**src/rtl/asym_pattern_pkg.sv**
```systemverilog
// Shared types and helpers for the asymmetric multi-segment pattern generator.
package asym_pattern_pkg;

  typedef enum logic [1:0] {
    ST_IDLE  = 2'd0,
    ST_DELAY = 2'd1,
    ST_SEG   = 2'd2
  } chan_state_e;

  // Even segment indices drive high, odd ones drive low.
  function automatic logic seg_level(input int unsigned idx);
    return ((idx % 32'd2) == 32'd0);
  endfunction

endpackage

```
**src/rtl/asym_pattern_chan.sv**
```systemverilog
// One pattern channel: segment table, start delay, pass counting and a registered
// waveform output. Zero-length segments are skipped without consuming a cycle.
module asym_pattern_chan
  import asym_pattern_pkg::*;
#(
  parameter int NUM_SEG = 4,
  parameter int CNT_W   = 8,
  localparam int SEG_W  = $clog2(NUM_SEG)
) (
  input  logic             clock,
  input  logic             reset_n,
  input  logic             i_we,
  input  logic             i_is_delay,
  input  logic [SEG_W-1:0] i_seg,
  input  logic [CNT_W-1:0] i_len,
  input  logic [CNT_W-1:0] i_loop_cnt,
  input  logic             i_start,
  input  logic             i_stop,
  output logic             o_wave,
  output logic             o_busy,
  output logic             o_done
);

  logic [CNT_W-1:0] r_seg_len [NUM_SEG];
  logic [CNT_W-1:0] r_delay;
  logic [CNT_W-1:0] r_cnt;
  logic [CNT_W-1:0] r_loop;
  logic             r_cont;
  logic [SEG_W-1:0] r_idx;
  chan_state_e      r_state;
  logic             r_wave;
  logic             r_busy;
  logic             r_done;

  logic             w_any;
  logic [SEG_W-1:0] w_first;
  logic             w_has_next;
  logic [SEG_W-1:0] w_next;
  logic [SEG_W-1:0] w_tgt;
  logic [CNT_W-1:0] w_tgt_len;
  logic             w_cfg_wr;

  // Locate the first non-zero segment and the next non-zero one after r_idx.
  always_comb begin
    w_any      = 1'b0;
    w_first    = '0;
    w_has_next = 1'b0;
    w_next     = '0;
    for (int i = NUM_SEG - 1; i >= 0; i--) begin
      if (r_seg_len[i] != '0) begin
        w_any   = 1'b1;
        w_first = SEG_W'(i);
        if (i > int'(r_idx)) begin
          w_has_next = 1'b1;
          w_next     = SEG_W'(i);
        end else begin
          w_has_next = w_has_next;
        end
      end else begin
        w_any = w_any;
      end
    end
  end

  // Segment to load next: continue within the pass, otherwise restart at the first one.
  always_comb begin
    if ((r_state == ST_SEG) && w_has_next) begin
      w_tgt = w_next;
    end else begin
      w_tgt = w_first;
    end
    w_tgt_len = r_seg_len[w_tgt];
    w_cfg_wr  = i_we && (r_state == ST_IDLE) && !i_start;
  end

  // Channel FSM, counters, table writes and registered outputs.
  always_ff @(posedge clock or negedge reset_n) begin
    if (!reset_n) begin
      for (int i = 0; i < NUM_SEG; i++) begin
        r_seg_len[i] <= '0;
      end
      r_delay <= '0;
      r_cnt   <= '0;
      r_loop  <= '0;
      r_cont  <= 1'b0;
      r_idx   <= '0;
      r_state <= ST_IDLE;
      r_wave  <= 1'b0;
      r_busy  <= 1'b0;
      r_done  <= 1'b0;
    end else begin
      r_done <= 1'b0;
      if (w_cfg_wr) begin
        if (i_is_delay) begin
          r_delay <= i_len;
        end else begin
          r_seg_len[i_seg] <= i_len;
        end
      end
      if (i_stop) begin
        r_state <= ST_IDLE;
        r_wave  <= 1'b0;
        r_busy  <= 1'b0;
      end else begin
        case (r_state)
          ST_IDLE: begin
            if (i_start && w_any) begin
              r_busy <= 1'b1;
              r_loop <= i_loop_cnt;
              r_cont <= (i_loop_cnt == '0);
              if (r_delay != '0) begin
                r_state <= ST_DELAY;
                r_cnt   <= r_delay;
                r_wave  <= 1'b0;
              end else begin
                r_state <= ST_SEG;
                r_idx   <= w_tgt;
                r_cnt   <= w_tgt_len;
                r_wave  <= seg_level(32'(w_tgt));
              end
            end
          end
          ST_DELAY: begin
            if (r_cnt == CNT_W'(1)) begin
              r_state <= ST_SEG;
              r_idx   <= w_tgt;
              r_cnt   <= w_tgt_len;
              r_wave  <= seg_level(32'(w_tgt));
            end else begin
              r_cnt <= r_cnt - CNT_W'(1);
            end
          end
          ST_SEG: begin
            if (r_cnt != CNT_W'(1)) begin
              r_cnt <= r_cnt - CNT_W'(1);
            end else if (w_has_next || r_cont || (r_loop > CNT_W'(1))) begin
              // Pass wrap consumes one loop count unless running continuously.
              if (!w_has_next && !r_cont) begin
                r_loop <= r_loop - CNT_W'(1);
              end
              r_idx  <= w_tgt;
              r_cnt  <= w_tgt_len;
              r_wave <= seg_level(32'(w_tgt));
            end else begin
              r_state <= ST_IDLE;
              r_wave  <= 1'b0;
              r_busy  <= 1'b0;
              r_done  <= 1'b1;
            end
          end
          default: begin
            r_state <= ST_IDLE;
            r_wave  <= 1'b0;
            r_busy  <= 1'b0;
          end
        endcase
      end
    end
  end

  assign o_wave = r_wave;
  assign o_busy = r_busy;
  assign o_done = r_done;

endmodule

```
**src/rtl/asym_pattern_gen.sv**
```systemverilog
// Multi-channel asymmetric pattern generator: decodes the shared config bus into
// per-channel write enables and instantiates one independent channel per output bit.
module asym_pattern_gen
  import asym_pattern_pkg::*;
#(
  parameter int NUM_CH  = 2,
  parameter int NUM_SEG = 4,
  parameter int CNT_W   = 8,
  localparam int CH_W   = (NUM_CH > 1) ? $clog2(NUM_CH) : 1,
  localparam int SEG_W  = $clog2(NUM_SEG)
) (
  input  logic              clock,
  input  logic              reset_n,
  input  logic              cfg_we,
  input  logic [CH_W-1:0]   cfg_ch,
  input  logic              cfg_is_delay,
  input  logic [SEG_W-1:0]  cfg_seg,
  input  logic [CNT_W-1:0]  cfg_len,
  input  logic [CNT_W-1:0]  loop_cnt,
  input  logic [NUM_CH-1:0] start,
  input  logic [NUM_CH-1:0] stop,
  output logic [NUM_CH-1:0] wave_out,
  output logic [NUM_CH-1:0] busy,
  output logic [NUM_CH-1:0] done
);

  logic [NUM_CH-1:0] w_we;
  logic              w_seg_ok;

  assign w_seg_ok = (32'(cfg_seg) < 32'(NUM_SEG));

  for (genvar c = 0; c < NUM_CH; c++) begin : g_ch
    assign w_we[c] = cfg_we && (32'(cfg_ch) == 32'(c)) && (cfg_is_delay || w_seg_ok);

    asym_pattern_chan #(
      .NUM_SEG (NUM_SEG),
      .CNT_W   (CNT_W)
    ) u_chan (
      .clock      (clock),
      .reset_n    (reset_n),
      .i_we       (w_we[c]),
      .i_is_delay (cfg_is_delay),
      .i_seg      (cfg_seg),
      .i_len      (cfg_len),
      .i_loop_cnt (loop_cnt),
      .i_start    (start[c]),
      .i_stop     (stop[c]),
      .o_wave     (wave_out[c]),
      .o_busy     (busy[c]),
      .o_done     (done[c])
    );
  end

endmodule

```
**config.mk**
```make
export PLATFORM = sky130hd
export DESIGN_NAME = asym_pattern_gen
export DESIGN_NICKNAME = d
export VERILOG_FILES = /design/src/rtl/asym_pattern_pkg.sv /design/src/rtl/asym_pattern_chan.sv /design/src/rtl/asym_pattern_gen.sv
export SDC_FILE = /design/constraint.sdc
export NUM_CORES = 1
export LEC_CHECK = 0
export BUFFER_PORTS_ARGS = -buffer_cell sky130_fd_sc_hd__buf_2
export CORE_MARGIN = 2
export CORE_UTILIZATION = 45
export CTS_BUF_LIST = sky130_fd_sc_hd__clkbuf_4
export DETAILED_ROUTE_END_ITERATION = 6
export SLEW_MARGIN = 20
export SYNTH_ARGS = -nofsm -noshare
export SYNTH_HDL_FRONTEND = slang
export SYNTH_HIERARCHICAL = 1
export SYNTH_SLANG_ARGS = --single-unit
```
**constraint.sdc**
```tcl
create_clock -name clock -period 3.2 [get_ports clock]
set_input_delay 0.16 -clock clock [delete_from_list [all_inputs] [get_ports clock]]
set_output_delay 0.16 -clock clock [all_outputs]
set_load 0.03 [all_outputs]
```
; ---- Word-level counts from Yosys, hierarchy flattened
; Index checks and enable logic that the tools add are counted.
[totals]
reg_bits = 128
[op_classes]
eq_ne = 32
bitwise_logic = 7
n_reduce_logical = 60
muxes = 132
magnitude_cmp = 12
add_sub_neg = 4
[ops]
columns = op, count
row1 = $mux W8, 23
row2 = $mux W2, 44
row3 = $reduce_bool A8 Y1, 10
row4 = $bwmux W32, 2
row5 = $logic_not A32 Y1, 2
row6 = $mux W1, 48
row7 = $pmux W8 S3, 2
row8 = $bmux W8 S2, 2
row9 = $pmux W8 S2, 2
row10 = $sub A8 B1 Y8 const B, 4
row11 = $ne A2 B2 Y1 const B, 12
row12 = $ne A3 B3 Y1 const B, 8
row13 = $pmux W2 S3, 4
row14 = $reduce_and A4 Y1, 6
row15 = $demux W8 S2, 1
row16 = $eq A8 B1 Y1 const B, 2
row17 = $gt A8 B1 Y1 const B, 2
row18 = $ne A8 B1 Y1 const B, 2
row19 = $reduce_and A7 Y1, 2
row20 = $logic_and A1 B1 Y1, 13
row21 = $pmux W1 S3, 4
row22 = $reduce_and A3 Y1, 4
row23 = $reduce_and A6 Y1, 2
row24 = $ge A3 B3 Y1 const B, 3
row25 = 16 further kinds, 43

; ---- Logic depth before layout (Yosys ltp)
; Gate-level depths: netlist of the first run.
[logic_depth]
depth_word = 16
mapped_depth = 12
depth_no_buf = 9

; ---- By module
; Netlist of the first run, hierarchy kept.
[modules_own_cells]
columns = module, instances, area_each_um2, cells_per_inst
row1 = asym_pattern_chan (g_ch[1].u_chan), 1, 3776.1, 365
row2 = asym_pattern_chan (g_ch[0].u_chan), 1, 3741.1, 358
row3 = asym_pattern_gen, 1, 16.3, 2

; ---- Least setup slack after synthesis of the first run
; Ideal clock, no wire load.
[synth_timing]
path_kind = register to register
startpoint = register g_ch[0].u_chan.r_state[0]
endpoint = register g_ch[0].u_chan.r_cnt[7]
path_buffers = 1
arrival_time_ns = 2.477
setup_time_ns = 0.135
path_stages_with_launch = 11
setup_slack_ns = 0.588
required_ns = 3.065
path_cell_list = dfrtp_1 > inv_1 > ha_1 > inv_1 > a211o_2 > a21boi_0 > o21a_1 > buf_6 > mux4_2 > a2111oi_2 > a211oi_1
[synth_between]
elab_chain_cells = 10
elab_cells_between_ends = 19
cone_classes = eq/ne (4) / mux (10) / bitwise (1) / reduce/logical (4)
[synth_lines]
columns = element, line_no
row1 = "start, declared", asym_pattern_chan.sv:30  ; chan_state_e r_state;
row2 = "start signal, assigned", asym_pattern_chan.sv:87  ; r_state <= ST_IDLE;
row3 = "start signal, assigned", asym_pattern_chan.sv:101  ; r_state <= ST_IDLE;
row4 = "start signal, assigned", asym_pattern_chan.sv:112  ; r_state <= ST_DELAY;
row5 = $eq A2 B2 Y1, "asym_pattern_chan.sv:67, asym_pattern_chan.sv:105"
row6 = $logic_and A1 B1 Y1, asym_pattern_chan.sv:67  ; if ((r_state == ST_SEG) && w_has_next) begin
row7 = $mux W2, asym_pattern_chan.sv:67
row8 = $not A2 Y3 (not written as such), asym_pattern_chan.sv:72  ; w_tgt_len = r_seg_len[w_tgt];
row9 = $bmux W8 S2, asym_pattern_chan.sv:72
row10 = $mux W8 (not written as such) (2 in series), asym_pattern_chan.sv:72
row11 = "$mux W8, on equally long branches", "asym_pattern_chan.sv:136, asym_pattern_chan.sv:111"
row12 = "$mux W8, on equally long branches", "asym_pattern_chan.sv:134, asym_pattern_chan.sv:107"
row13 = $pmux W8 S3, asym_pattern_chan.sv:105  ; case (r_state)
row14 = "end signal, assigned", asym_pattern_chan.sv:113  ; r_cnt <= r_delay;
row15 = "end signal, assigned", asym_pattern_chan.sv:135  ; r_cnt <= r_cnt - CNT_W'(1);
row16 = "end signal, assigned", asym_pattern_chan.sv:142  ; r_cnt <= w_tgt_len;
row17 = "end, declared", asym_pattern_chan.sv:26  ; logic [CNT_W-1:0] r_cnt;
; Several ways; a longest one is shown, not always the timed one. The select of a mux whose other input is x is not followed.
; A chain may end at the register's enable or synchronous reset.

; ---- Worst setup path in the final report of the first run
[layout_timing]
startpoint = register g_ch[0].u_chan/r_seg_len[19] (netlist name)
endpoint = register g_ch[0].u_chan.r_cnt[0]
[layout_between]
elab_chain_cells = 11
elab_cells_between_ends = 25
cone_classes = eq/ne (2) / mux (16) / bitwise (1) / reduce/logical (6)
[layout_lines]
columns = element, line_no
row1 = "start, declared", asym_pattern_chan.sv:24  ; logic [CNT_W-1:0] r_seg_len [NUM_SEG];
row2 = "start signal, assigned by index", asym_pattern_chan.sv:97  ; r_seg_len[i_seg] <= i_len;
row3 = $reduce_bool A8 Y1 *, asym_pattern_chan.sv:50  ; if (r_seg_len[i] != '0) begin
row4 = $mux W2 / $mux W1 (equally long branches), asym_pattern_chan.sv:50
row5 = $mux W2 / $logic_and A1 B1 Y1 (equally long branches), "asym_pattern_chan.sv:50, asym_pattern_chan.sv:67"
row6 = $mux W2, asym_pattern_chan.sv:67
row7 = $not A2 Y3 (not written as such), asym_pattern_chan.sv:72
row8 = $bmux W8 S2, asym_pattern_chan.sv:72
row9 = $mux W8 (not written as such) (2 in series), asym_pattern_chan.sv:72
row10 = "$mux W8, on equally long branches", "asym_pattern_chan.sv:136, asym_pattern_chan.sv:111"
row11 = "$mux W8, on equally long branches", "asym_pattern_chan.sv:134, asym_pattern_chan.sv:107"
row12 = $pmux W8 S3, asym_pattern_chan.sv:105
; Mark *: on every way between the ends. The rest lies on a longest branch, timed or not. The select of a mux whose other input is x is not followed.

==> implementation parameters, run 1 <==
Parameter                              Value

Status
  Outcome ... completed

Placed design
  HPWL after detailed placement ... 14690 um
  Worst setup slack after placement ... 0.2978 ns
  Port Buffer Count ... 32
  GP Congestion ... 0.9166

Logic synthesis
  Combinational family with the most area after synthesis ... simple AND/OR/NAND/NOR gates
  Number of different library cells in the post-synthesis netlist ... 90
  Mean instance size in the synthesized netlist ... 10.39 um2
  Area share of fa/ha/maj cells after synthesis ... around 2.7%
  Most used flip-flop cell after synthesis ... sky130_fd_sc_hd__dfrtp_1
  Share of the synthesized area in compound gates (AO/OA/AOI/OAI) ... between 10% and 20%
  Async S/R FF share, synth ... 100.0%
  Number of storage elements in the synthesis netlist ... 128
  Mux contribution to synthesized area ... 17.01%
  Post-synthesis simple-gate area fraction ... 17.56%
  Number of enable-type register cells in the synthesized netlist ... 0
  Post-synthesis instance area ... 0.007533 mm2
  Post-synthesis sequential area ratio ... between 40% and 50%
  Number of warnings printed during yosys synthesis ... 6
  Mapped Cells ... 725
  Share of the synthesized netlist area taken by xor and xnor gates ... 0.4650%
  Post-Syn Nets ... 768

Floorplan
  Starting Density ... 45.75%
  Standard-cell rows ... 47
  Std-Cell Core Area ... 0.01647 mm2
  Die X ... approximately 130 um
  I/O Pins ... 33
  Die area ... 0.01779 mm2
  Chip height ... roughly 130 um

Setup path
  Critical path class ... flop to flop
  Required time of the critical path ... approximately 3.6 ns
  CP Max Fanout ... 8
  Startpoint type of the worst setup path ... flop
  CP arrival ... 3.42 ns
  Count of cells along the worst register-to-register path ... 7
  Worst setup path startpoint ... g_ch[0].u_chan/r_seg_len[19]
  Start of the worst register-to-register path ... g_ch[0].u_chan/r_seg_len[19]
  Setup crit end kind ... flop

Timing
  Tightest Pin Transition ... 0.6629 ns
  Achievable Freq ... 0.3338 GHz
  Share of the clock period used by the worst path ... 93.61%
  Final worst slack ... 0.2044 ns
  Final count of pins violating max slew ... 0
  Minimum clock period ... approximately 3 ns
  Worst setup skew after layout ... 0.02263 ns
  Normalized max-slew margin ... 55.40%
  Unrepaired setup endpoints after global routing ... false
  Final hold violation count ... 0
  Final setup fails ... 0
  Summed negative setup slack over all endpoints ... 0 ns

Clocking
  Clock slew seen by the registers of the worst setup and hold paths ... around 0.12 ns
  Count of buffers added by post-CTS timing repair for setup ... 0
  H-Tree Depth ... 4
  Count of clock tree sinks ... 128
  Number of clock buffers inserted by TritonCTS ... 17
  Maximum buffer depth of the clock tree ... 2
  Master cell of the clock root buffer ... sky130_fd_sc_hd__clkbuf_4
  Clock tree from TritonCTS ... built
  Insertion delay of the later-clocked pin in the worst-skew pair ... 0.55 ns

Layout
  Area overhead of the layout relative to synthesis ... 12.16%
  Number of nets at the end of the flow ... roughly 830
  Layout cell share with drive strength beyond 1 ... 26.00%
  Fillcell total ... 1501

Routing
  Antenna Violating Nets Remaining ... 0
  Detailed-route wire length per cell ... 19.60 um
  Routed wire length ... about 20000 um
  Number of iterations in the first detailed-routing pass ... 6
  Remaining routing DRC violations ... 0
  Violation count after the first detailed-routing iteration ... approximately 480
  Via/cell ratio ... 6.133
  Number of vias in the routed layout ... 6268

Hold path
  Worst min-delay path class ... input pin to flop
  Startpoint of the tightest hold check path ... cfg_len[0]
  Worst Hold Path Cells ... 2

GRT
  Number of global-route vias before repair ... 5983
  Total track usage ... 23.29%
  First-pass GRT wire length ... 32530 um
  Maximum number of pins on one net before global-route repair ... 89
  Initial antenna violation count ... 2
  Total grt overflow ... 0

Power
  Post-layout total power ... 8.120 mW
  Pleak ... about 3.6 nW
  Pwr Density ... around 960 mW/mm2
  Worst vdd ir ... 0.4014 mV

Run
  Max Cap Violations ... 0
[cell usage after synthesis (6+ instances only)]
| cell | number | share of area (%) |
|---|---|---|
| sky130_fd_sc_hd__a211oi_1 | 6 | 0.60 |
| sky130_fd_sc_hd__a21oi_1 | 30 | 2.0 |
| sky130_fd_sc_hd__a31oi_1 | 12 | 1.0 |
| sky130_fd_sc_hd__a32oi_1 | 6 | 0.70 |
| sky130_fd_sc_hd__and2_1 | 7 | 0.58 |
| sky130_fd_sc_hd__clkbuf_1 | 8 | 0.40 |
| sky130_fd_sc_hd__dfrtp_1 | 128 | 43 |
| sky130_fd_sc_hd__ha_1 | 16 | 2.7 |
| sky130_fd_sc_hd__inv_1 | 26 | 1.3 |
| sky130_fd_sc_hd__mux2_2 | 88 | 13 |
| sky130_fd_sc_hd__mux2i_1 | 20 | 2.7 |
| sky130_fd_sc_hd__nand2_1 | 47 | 2.3 |
| sky130_fd_sc_hd__nand3_1 | 26 | 1.7 |
| sky130_fd_sc_hd__nand4_1 | 11 | 0.91 |
| sky130_fd_sc_hd__nor2_1 | 46 | 2.3 |
| sky130_fd_sc_hd__nor3_1 | 19 | 1.3 |
| sky130_fd_sc_hd__nor4_1 | 29 | 2.4 |
| sky130_fd_sc_hd__o21ai_0 | 49 | 3.3 |
| sky130_fd_sc_hd__o221a_2 | 6 | 0.90 |
| sky130_fd_sc_hd__or3_1 | 6 | 0.50 |
| sky130_fd_sc_hd__or4_1 | 6 | 0.60 |
[worst max-delay path, cell delays in order (launching register included)]
cell and delay (ns):
sky130_fd_sc_hd__dfrtp_1 0.41, sky130_fd_sc_hd__nor4_1 0.61, sky130_fd_sc_hd__nand2_1 0.26, sky130_fd_sc_hd__o211ai_2 0.40, sky130_fd_sc_hd__nand2_2 0.24, sky130_fd_sc_hd__mux4_2 0.53, sky130_fd_sc_hd__a211oi_1 0.29, sky130_fd_sc_hd__o32ai_1 0.12
[cell families (layout without fill, tap and decap cells)]
logic type               after synthesis  after routing
flip-flops                           128            128
buffers and inverters                 46            121
multiplexers                         112            112
adder cells (fa/ha/maj)               16             16
other                                  0              2
AND/OR/NAND/NOR                      239            239
XOR/XNOR                               4              4
AO/OA/AOI/OAI                        180            180
[sequential cells by signal, summed over array words and instances, names as in the netlist]
signal / cells
g_ch.u_chan/o_busy: 2
g_ch.u_chan/o_done: 2
g_ch.u_chan/o_wave: 2
g_ch.u_chan/r_cnt: 16
g_ch.u_chan/r_cont: 2
g_ch.u_chan/r_delay: 16
g_ch.u_chan/r_idx: 4
g_ch.u_chan/r_loop: 16
g_ch.u_chan/r_seg_len: 64
g_ch.u_chan/r_state: 4
[metal layers]
metal  track usage (%)  part of all wire (%)  wire [um]  vias up
li1                  -                     -          -     2924
met1             34.29                    49       9804     3094
met2             34.25                    44       8759      212
met3             3.843                   5.1       1014       38
met4             9.397                   2.3        451        0
met5                 0                     0          0        -
[placed cells by master (no fill, tap or decap), types with 11 or more instances in the layout]
master,n
sky130_fd_sc_hd__nor2_1,46
sky130_fd_sc_hd__dlygate4sd3_1,13
sky130_fd_sc_hd__a31oi_1,12
sky130_fd_sc_hd__ha_1,16
sky130_fd_sc_hd__clkbuf_4,19
sky130_fd_sc_hd__nand3_1,26
sky130_fd_sc_hd__nor3_1,19
sky130_fd_sc_hd__mux2i_1,20
sky130_fd_sc_hd__nand2_1,47
sky130_fd_sc_hd__inv_1,26
sky130_fd_sc_hd__o21ai_0,49
sky130_fd_sc_hd__a21oi_1,30
sky130_fd_sc_hd__dfrtp_1,128
sky130_fd_sc_hd__nand4_1,11
sky130_fd_sc_hd__buf_2,31
sky130_fd_sc_hd__buf_4,18
sky130_fd_sc_hd__mux2_2,88
sky130_fd_sc_hd__nor4_1,29
[power breakdown]
| part | leakage, nW | total, mW | switching (mW) | internal, mW |
|---|---|---|---|---|
| Sequential | 1.62 | 2.98 | 0.734 | 2.25 |
| Clock | 0.167 | 1.23 | 0.607 | 0.626 |
| Combinational | 1.82 | 3.90 | 2.17 | 1.73 |
| Total | 3.61 | 8.12 | 3.51 | 4.61 |
[final cells by class]
type / count / area, um2 / share of cell area, %
Multi-Input combinational cell: 551 / 4114 / 48.69
Sequential cell: 128 / 3203 / 37.91
Timing Repair Buffer: 63 / 440.4 / 5.212
Tap cell: 220 / 275.3 / 3.258
Clock inverter: 12 / 167.7 / 1.984
Clock buffer: 19 / 142.6 / 1.688
Inverter: 27 / 101.3 / 1.199
Antenna cell: 2 / 5.005 / 0.05923
[final timing paths]
kind / to / slack, ns
worst max-delay path: g_ch[0].u_chan/r_cnt[0] / 0.20
worst min-delay path: g_ch[0].u_chan/r_delay[0] / 0.07
worst max register to register: g_ch[0].u_chan/r_cnt[0] / 0.20
worst min register to register: g_ch[1].u_chan/o_wave / 0.52
max in group asynchronous: g_ch[0].u_chan/r_seg_len[13] / 2.17
min in group asynchronous: g_ch[1].u_chan/r_loop[6] / 0.11
[repair_timing]
action / in CTS / in global routing
hold endpoints to repair: 65 / 0
gates resized for setup: 0 / 1
hold buffers: 13 / 0
setup endpoints to repair: 0 / 1
[per-stage QoR]
stage               utilization [%]  hold WS, ns  instance area (um2)  instances
floorplan                         -      -0.1356                 7533        725
global placement              48.56       0.1703                 7995        976
detailed placement            48.56       0.1789                 7995        976
CTS                           51.23      0.04565                 8436       1020
global route                  51.30      0.04991                 8447       1021
finish                        51.31      0.07428                 8449       1022
(Power assumes the default switching activity.)
==> run 2: changes to the inputs <==
==> constraint.sdc (replaced) <==
create_clock -name clock -period 3.2 [get_ports clock]
set_input_delay 0.8 -clock clock [delete_from_list [all_inputs] [get_ports clock]]
set_output_delay 0.8 -clock clock [all_outputs]
set_load 0.03 [all_outputs]
==> implementation parameters, run 2 (synthesis results as in run 1) <==
Parameter                              Value

Routing
  Via/cell ratio ... 6.219
  Number of vias in the routed layout ... 6281
  Detailed-route wire length per cell ... 20.20 um
  Number of iterations in the first detailed-routing pass ... 5
  Routed wire length ... 20410 um
  Remaining routing DRC violations ... 0
  Antenna Violating Nets Remaining ... 0
  Violation count after the first detailed-routing iteration ... 454

Floorplan
  Die X ... approximately 130 um
  Chip height ... approximately 130 um
  Starting Density ... 45.75%
  I/O Pins ... 33
  Standard-cell rows ... 47
  Std-Cell Core Area ... 0.01647 mm2
  Die area ... 0.01779 mm2

Power
  Pleak ... between 3 and 4 nW
  Worst vdd ir ... 0.3283 mV
  Pwr Density ... 975.8 mW/mm2

Clocking
  Clock slew seen by the registers of the worst setup and hold paths ... 0.12 ns
  Count of buffers added by post-CTS timing repair for setup ... 0
  Count of clock tree sinks ... 128
  Maximum buffer depth of the clock tree ... 2
  H-Tree Depth ... 4
  Number of clock buffers inserted by TritonCTS ... 17
  Cells resized by post-CTS repair ... 0
  Clock tree from TritonCTS ... built
  Number of buffers added to fix hold violations after cts ... 0
  Insertion delay of the later-clocked pin in the worst-skew pair ... roughly 0.54 ns
  Master cell of the clock root buffer ... sky130_fd_sc_hd__clkbuf_4

Placed design
  HPWL after detailed placement ... 15190 um
  Port Buffer Count ... 32
  Worst setup slack after placement ... around 0.23 ns
  Placed cell count ... 977
  GP Congestion ... 0.8570

GRT
  Initial antenna violation count ... 1
  Total grt overflow ... 0
  First-pass GRT wire length ... 33310 um
  Total track usage ... between 20% and 30%
  Maximum number of pins on one net before global-route repair ... 59
  Number of global-route vias before repair ... around 6000

Setup path
  Startpoint type of the worst setup path ... flop
  Setup crit end kind ... flop
  Worst-path cell with the longest stage delay ... sky130_fd_sc_hd__mux4_2
  Minimum setup slack among reg-to-reg paths ... 0.18 ns
  Count of cells along the worst register-to-register path ... 8
  Critical path class ... flop to flop
  CP Max Fanout ... 8
  CP arrival ... 3.44 ns
  Biggest cell delay along the critical path ... 0.56 ns
  Required time of the critical path ... 3.63 ns
  CP Cell Sequence ... nor4_1, buf_4, nand2_1, o211ai_2, nand2_2, mux4_2, a211oi_1, o32ai_1
  Start of the worst register-to-register path ... g_ch[0].u_chan/r_seg_len[19]
  Endpoint of the lowest-slack register-to-register path ... g_ch[0].u_chan/r_cnt[0]

Layout
  Post-route core utilization ... between 50% and 60%
  Most common cell after layout, fill and taps aside ... sky130_fd_sc_hd__dfrtp_1
  Final Instance Count excl. Fillers ... 1010
  Commonest cells after routing, fill and taps aside ... 128 x sky130_fd_sc_hd__dfrtp_1, 88 x sky130_fd_sc_hd__mux2_2, 49 x sky130_fd_sc_hd__o21ai_0
  Max FFs per register ... 64
  Number of nets at the end of the flow ... 819
  Area overhead of the layout relative to synthesis ... 10.28%
  Layout cell share with drive strength beyond 1 ... 26.62%
  Fillcell total ... around 1500
  Largest reg by FF count ... g_ch.u_chan/r_seg_len

Timing
  Final hold slack ... 0.2499 ns
  Final count of pins violating max slew ... 0
  Final worst slack ... 0.1834 ns
  Share of the clock period used by the worst path ... between 90% and 100%
  Worst setup skew after layout ... between 0.015 and 0.02 ns
  Summed negative setup slack over all endpoints ... 0 ns
  Final hold violation count ... 0
  Achievable Freq ... 0.3315 GHz
  Tightest Pin Transition ... 0.6663 ns
  Final setup fails ... 0
  Minimum clock period ... 3.017 ns
  Unrepaired setup endpoints after global routing ... false
  Normalized max-slew margin ... between 50% and 60%

Run
  Max Cap Violations ... 0

Status
  Outcome ... completed

Hold path
  Worst min-delay path class ... input pin to async pin
-- run 2: cell count changes in the layout (fill, tap and decap cells not counted), moves of 2 or more --
| cell | previous run | this run |
|---|---|---|
| sky130_fd_sc_hd__dlygate4sd3_1 | 13 | 0 |
| sky130_fd_sc_hd__bufinv_16 | 4 | 2 |
| sky130_fd_sc_hd__clkinv_2 | 3 | 1 |
| sky130_fd_sc_hd__clkinv_4 | 2 | 6 |
-- run 2: power breakdown --
group / internal, mW / switching, mW / leakage [nW]
clock network: 0.468 / 0.643 / 0.145
registers: 2.25 / 0.734 / 1.62
logic: 1.75 / 2.26 / 1.78
total: 4.47 / 3.64 / 3.54
-- run 2: per-stage QoR --
| stage | cell area, um2 | power (mW) |
|---|---|---|
| 3_3_place_gp | 8003 | 6.810 |
| 6_report | 8308 | 8.107 |
| 2_1_floorplan | 7533 | 5.811 |
| 3_5_place_dp | 8003 | 6.909 |
| 5_1_grt | 8308 | 8.676 |
| 4_1_cts | 8282 | 8.042 |
-- run 2: worst max-delay path by stage --
| stage | startpoint | endpoint |
|---|---|---|
| after CTS | g_ch[0].u_chan/r_seg_len[19] | g_ch[0].u_chan/r_cnt[0] |
| after detailed placement | g_ch[0].u_chan/r_seg_len[19] | g_ch[0].u_chan/r_cnt[0] |
| final | g_ch[0].u_chan/r_seg_len[19] | g_ch[0].u_chan/r_cnt[0] |
| after floorplan | g_ch[0].u_chan/r_state[0] | g_ch[0].u_chan/r_cnt[7] |
| after global routing | g_ch[0].u_chan/r_seg_len[19] | g_ch[0].u_chan/r_cnt[0] |
| after global placement | g_ch[0].u_chan/r_seg_len[19] | g_ch[0].u_chan/r_cnt[0] |
-- run 2: layer usage --
layer | vias to the layer above | GRT usage [%] | part of all wire [%]
li1 | 2889 | - | -
met1 | 3126 | 35.72 | 49
met2 | 231 | 34.94 | 44
met3 | 35 | 4.871 | 5.2
met4 | 0 | 6.560 | 1.7
met5 | - | 0 | 0
-- run 2: worst max-delay path, delay by kind of cell (launching register included) --
kind	cells	cell delay, ns
AOI/OAI and AO/OA	3	0.88
and+or+nand+nor	3	0.81
DFF	1	0.43
buffers and inverters	1	0.21
muxes	1	0.56
-- run 2: final cells by class --
cell class | count | area, um2 | share of cell area [%]
multi-input combinational | 551 | 4129 | 49.70
sequential | 128 | 3203 | 38.55
timing repair buffer | 51 | 317.8 | 3.825
tap | 220 | 275.3 | 3.313
clock inverter | 14 | 143.9 | 1.732
clock buffer | 18 | 135.1 | 1.627
inverter | 27 | 101.3 | 1.220
antenna | 1 | 2.502 | 0.03012
==> run 3: changes to the inputs <==
==> constraint.sdc (replaced) <==
create_clock -name clock -period 3 [get_ports clock]
set_input_delay 0.75 -clock clock [delete_from_list [all_inputs] [get_ports clock]]
set_output_delay 0.75 -clock clock [all_outputs]
set_load 0.03 [all_outputs]
==> implementation parameters, run 3 (synthesis results as in run 1) <==
Parameter                              Value

Status
  Outcome ... completed

Timing
  Final count of pins violating max slew ... 0
  Worst setup skew after layout ... ~0.018 ns
  Summed negative setup slack over all endpoints ... 0 ns
  Final hold violation count ... 0
  Tightest Pin Transition ... 0.6650 ns
  Achievable Freq ... 0.3523 GHz
  Unrepaired setup endpoints after global routing ... false
  Minimum clock period ... 2.839 ns
  Share of the clock period used by the worst path ... 94.62%
  Normalized max-slew margin ... 55.67%
  Final worst slack ... between 0.15 and 0.2 ns
  Final setup fails ... 0

Setup path
  Setup crit end kind ... flop
  CP Max Fanout ... 6
  Start of the worst register-to-register path ... g_ch[0].u_chan/r_cnt[4]
  Startpoint type of the worst setup path ... flop
  Count of cells along the worst register-to-register path ... 7
  Required time of the critical path ... 3.51 ns
  Minimum setup slack among reg-to-reg paths ... 0.16 ns
  Critical path class ... flop to flop
  CP arrival ... roughly 3.3 ns
  Endpoint of the lowest-slack register-to-register path ... g_ch[0].u_chan/r_cnt[6]

Power
  Worst vdd ir ... 0.5901 mV
  Pwr Density ... 1031 mW/mm2
  Pleak ... roughly 3.6 nW

Floorplan
  Die X ... 133.4 um
  Chip height ... between 100 and 150 um
  Standard-cell rows ... 47
  Starting Density ... between 40% and 50%
  Std-Cell Core Area ... roughly 0.016 mm2
  Die area ... 0.01779 mm2
  I/O Pins ... 33

GRT
  First-pass GRT wire length ... 33340 um
  Total grt overflow ... 0
  Number of global-route vias before repair ... between 6000 and 7000
  Maximum number of pins on one net before global-route repair ... 56
  Total track usage ... 23.82%
  Initial antenna violation count ... 1

Routing
  Remaining routing DRC violations ... 0
  Number of iterations in the first detailed-routing pass ... 5
  Via/cell ratio ... a little over 6
  Violation count after the first detailed-routing iteration ... 526
  Number of vias in the routed layout ... between 6000 and 7000
  Antenna Violating Nets Remaining ... 0
  Detailed-route wire length per cell ... 19.96 um
  Routed wire length ... 20400 um

Clocking
  H-Tree Depth ... 4
  Count of clock tree sinks ... 128
  Master cell of the clock root buffer ... sky130_fd_sc_hd__clkbuf_4
  Insertion delay of the later-clocked pin in the worst-skew pair ... 0.55 ns
  Maximum buffer depth of the clock tree ... 2
  Clock slew seen by the registers of the worst setup and hold paths ... around 0.12 ns
  Number of buffers added to fix hold violations after cts ... 0
  Number of clock buffers inserted by TritonCTS ... 17
  Clock tree from TritonCTS ... built

Layout
  Largest reg by FF count ... g_ch.u_chan/r_seg_len
  Layout cell share with drive strength beyond 1 ... between 20% and 30%
  Final Instance Count excl. Fillers ... 1022
  Number of nets at the end of the flow ... 831
  Most common cell after layout, fill and taps aside ... sky130_fd_sc_hd__dfrtp_1
  Final std cell area, no fill ... 0.008353 mm2
  Max FFs per register ... 64
  Area overhead of the layout relative to synthesis ... 10.88%
  Commonest cells after routing, fill and taps aside ... 128 x sky130_fd_sc_hd__dfrtp_1, 88 x sky130_fd_sc_hd__mux2_2, 49 x sky130_fd_sc_hd__o21ai_0

Run
  Max Cap Violations ... 0

Placed design
  GP Congestion ... 0.9469
  Cell Area, Placed ... 0.008078 mm2
  Placed cell count ... between 900 and 1000
  Worst setup slack after placement ... 0.1823 ns
  HPWL after detailed placement ... 14900 um
  Port Buffer Count ... 32

Hold path
  Worst min-delay path class ... input pin to async pin
==> run 3: cell types whose count changed in the layout (fill, tap and decap cells not counted), moves of 2 or more <==
cell	delta
sky130_fd_sc_hd__inv_6	+2
sky130_fd_sc_hd__clkinvlp_4	+4
sky130_fd_sc_hd__buf_4	+12
sky130_fd_sc_hd__clkinv_4	-5
sky130_fd_sc_hd__nor4_4	-2
==> run 3: power breakdown <==
group / internal [mW] / leakage [nW] / total [mW] / switching, mW
logic: 1.94 / 1.83 / 4.31 / 2.36
registers: 2.40 / 1.62 / 3.19 / 0.791
clock network: 0.426 / 0.123 / 1.12 / 0.690
total: 4.77 / 3.58 / 8.61 / 3.84
==> run 3: how the worst max path moves through the flow <==
stage / start / end / cells after the start
finish: g_ch[0].u_chan/r_cnt[4] / g_ch[0].u_chan/r_cnt[6] / 7
global route: g_ch[0].u_chan/r_cnt[4] / g_ch[0].u_chan/r_cnt[6] / 7
CTS: g_ch[0].u_chan/r_seg_len[7] / g_ch[0].u_chan/r_cnt[4] / 8
detailed placement: g_ch[0].u_chan/r_seg_len[7] / g_ch[0].u_chan/r_cnt[4] / 8
global placement: g_ch[0].u_chan/r_cnt[4] / g_ch[0].u_chan/r_cnt[6] / 7
floorplan: g_ch[0].u_chan/r_state[0] / g_ch[0].u_chan/r_cnt[7] / 10
==> run 3: routing by layer <==
metal | GRT usage [%] | share of wire [%] | vias up
met5 | 0 | 0 | -
met4 | 7.979 | 2.5 | 0
met3 | 5.289 | 5.5 | 48
met2 | 37.29 | 45 | 211
met1 | 32.93 | 47 | 3143
li1 | - | - | 2918
==> run 3: timing repair <==
action,4_1_cts,5_1_grt
resized for setup,0,1
buffers inserted,0,2
endpoints found under the setup margin,0,3
==> run 3: worst max-delay path: stages, from the launching register on <==
cell,delay [ns]
sky130_fd_sc_hd__dfrtp_1,0.42
sky130_fd_sc_hd__or4_1,0.62
sky130_fd_sc_hd__or3_1,0.48
sky130_fd_sc_hd__nor2_1,0.13
sky130_fd_sc_hd__nand4_1,0.28
sky130_fd_sc_hd__and3_1,0.31
sky130_fd_sc_hd__a221oi_1,0.38
sky130_fd_sc_hd__o21a_1,0.18
==> run 3: area by class of cell <==
class	instances	area [um2]
Sequential cell	128	3203
Fill cell	1543	8113
Multi-Input combinational cell	551	4106
Clock buffer	19	142.6
Antenna cell	1	2.502
Inverter	27	101.3
Clock inverter	13	113.9
Timing Repair Buffer	63	407.9
Tap cell	220	275.3
==> run 3: per-stage QoR <==
| stage | power [mW] | hold WS [ns] | utilization (%) |
|---|---|---|---|
| finish | 8.612 | 0.2087 | 50.73 |
| global route | 9.259 | 0.2108 | 50.73 |
| CTS | 8.554 | 0.2115 | 50.62 |
| detailed placement | 7.409 | 0.4857 | 49.06 |
| global placement | 7.304 | 0.4766 | 49.06 |
| floorplan | 6.199 | 0.4544 | - |
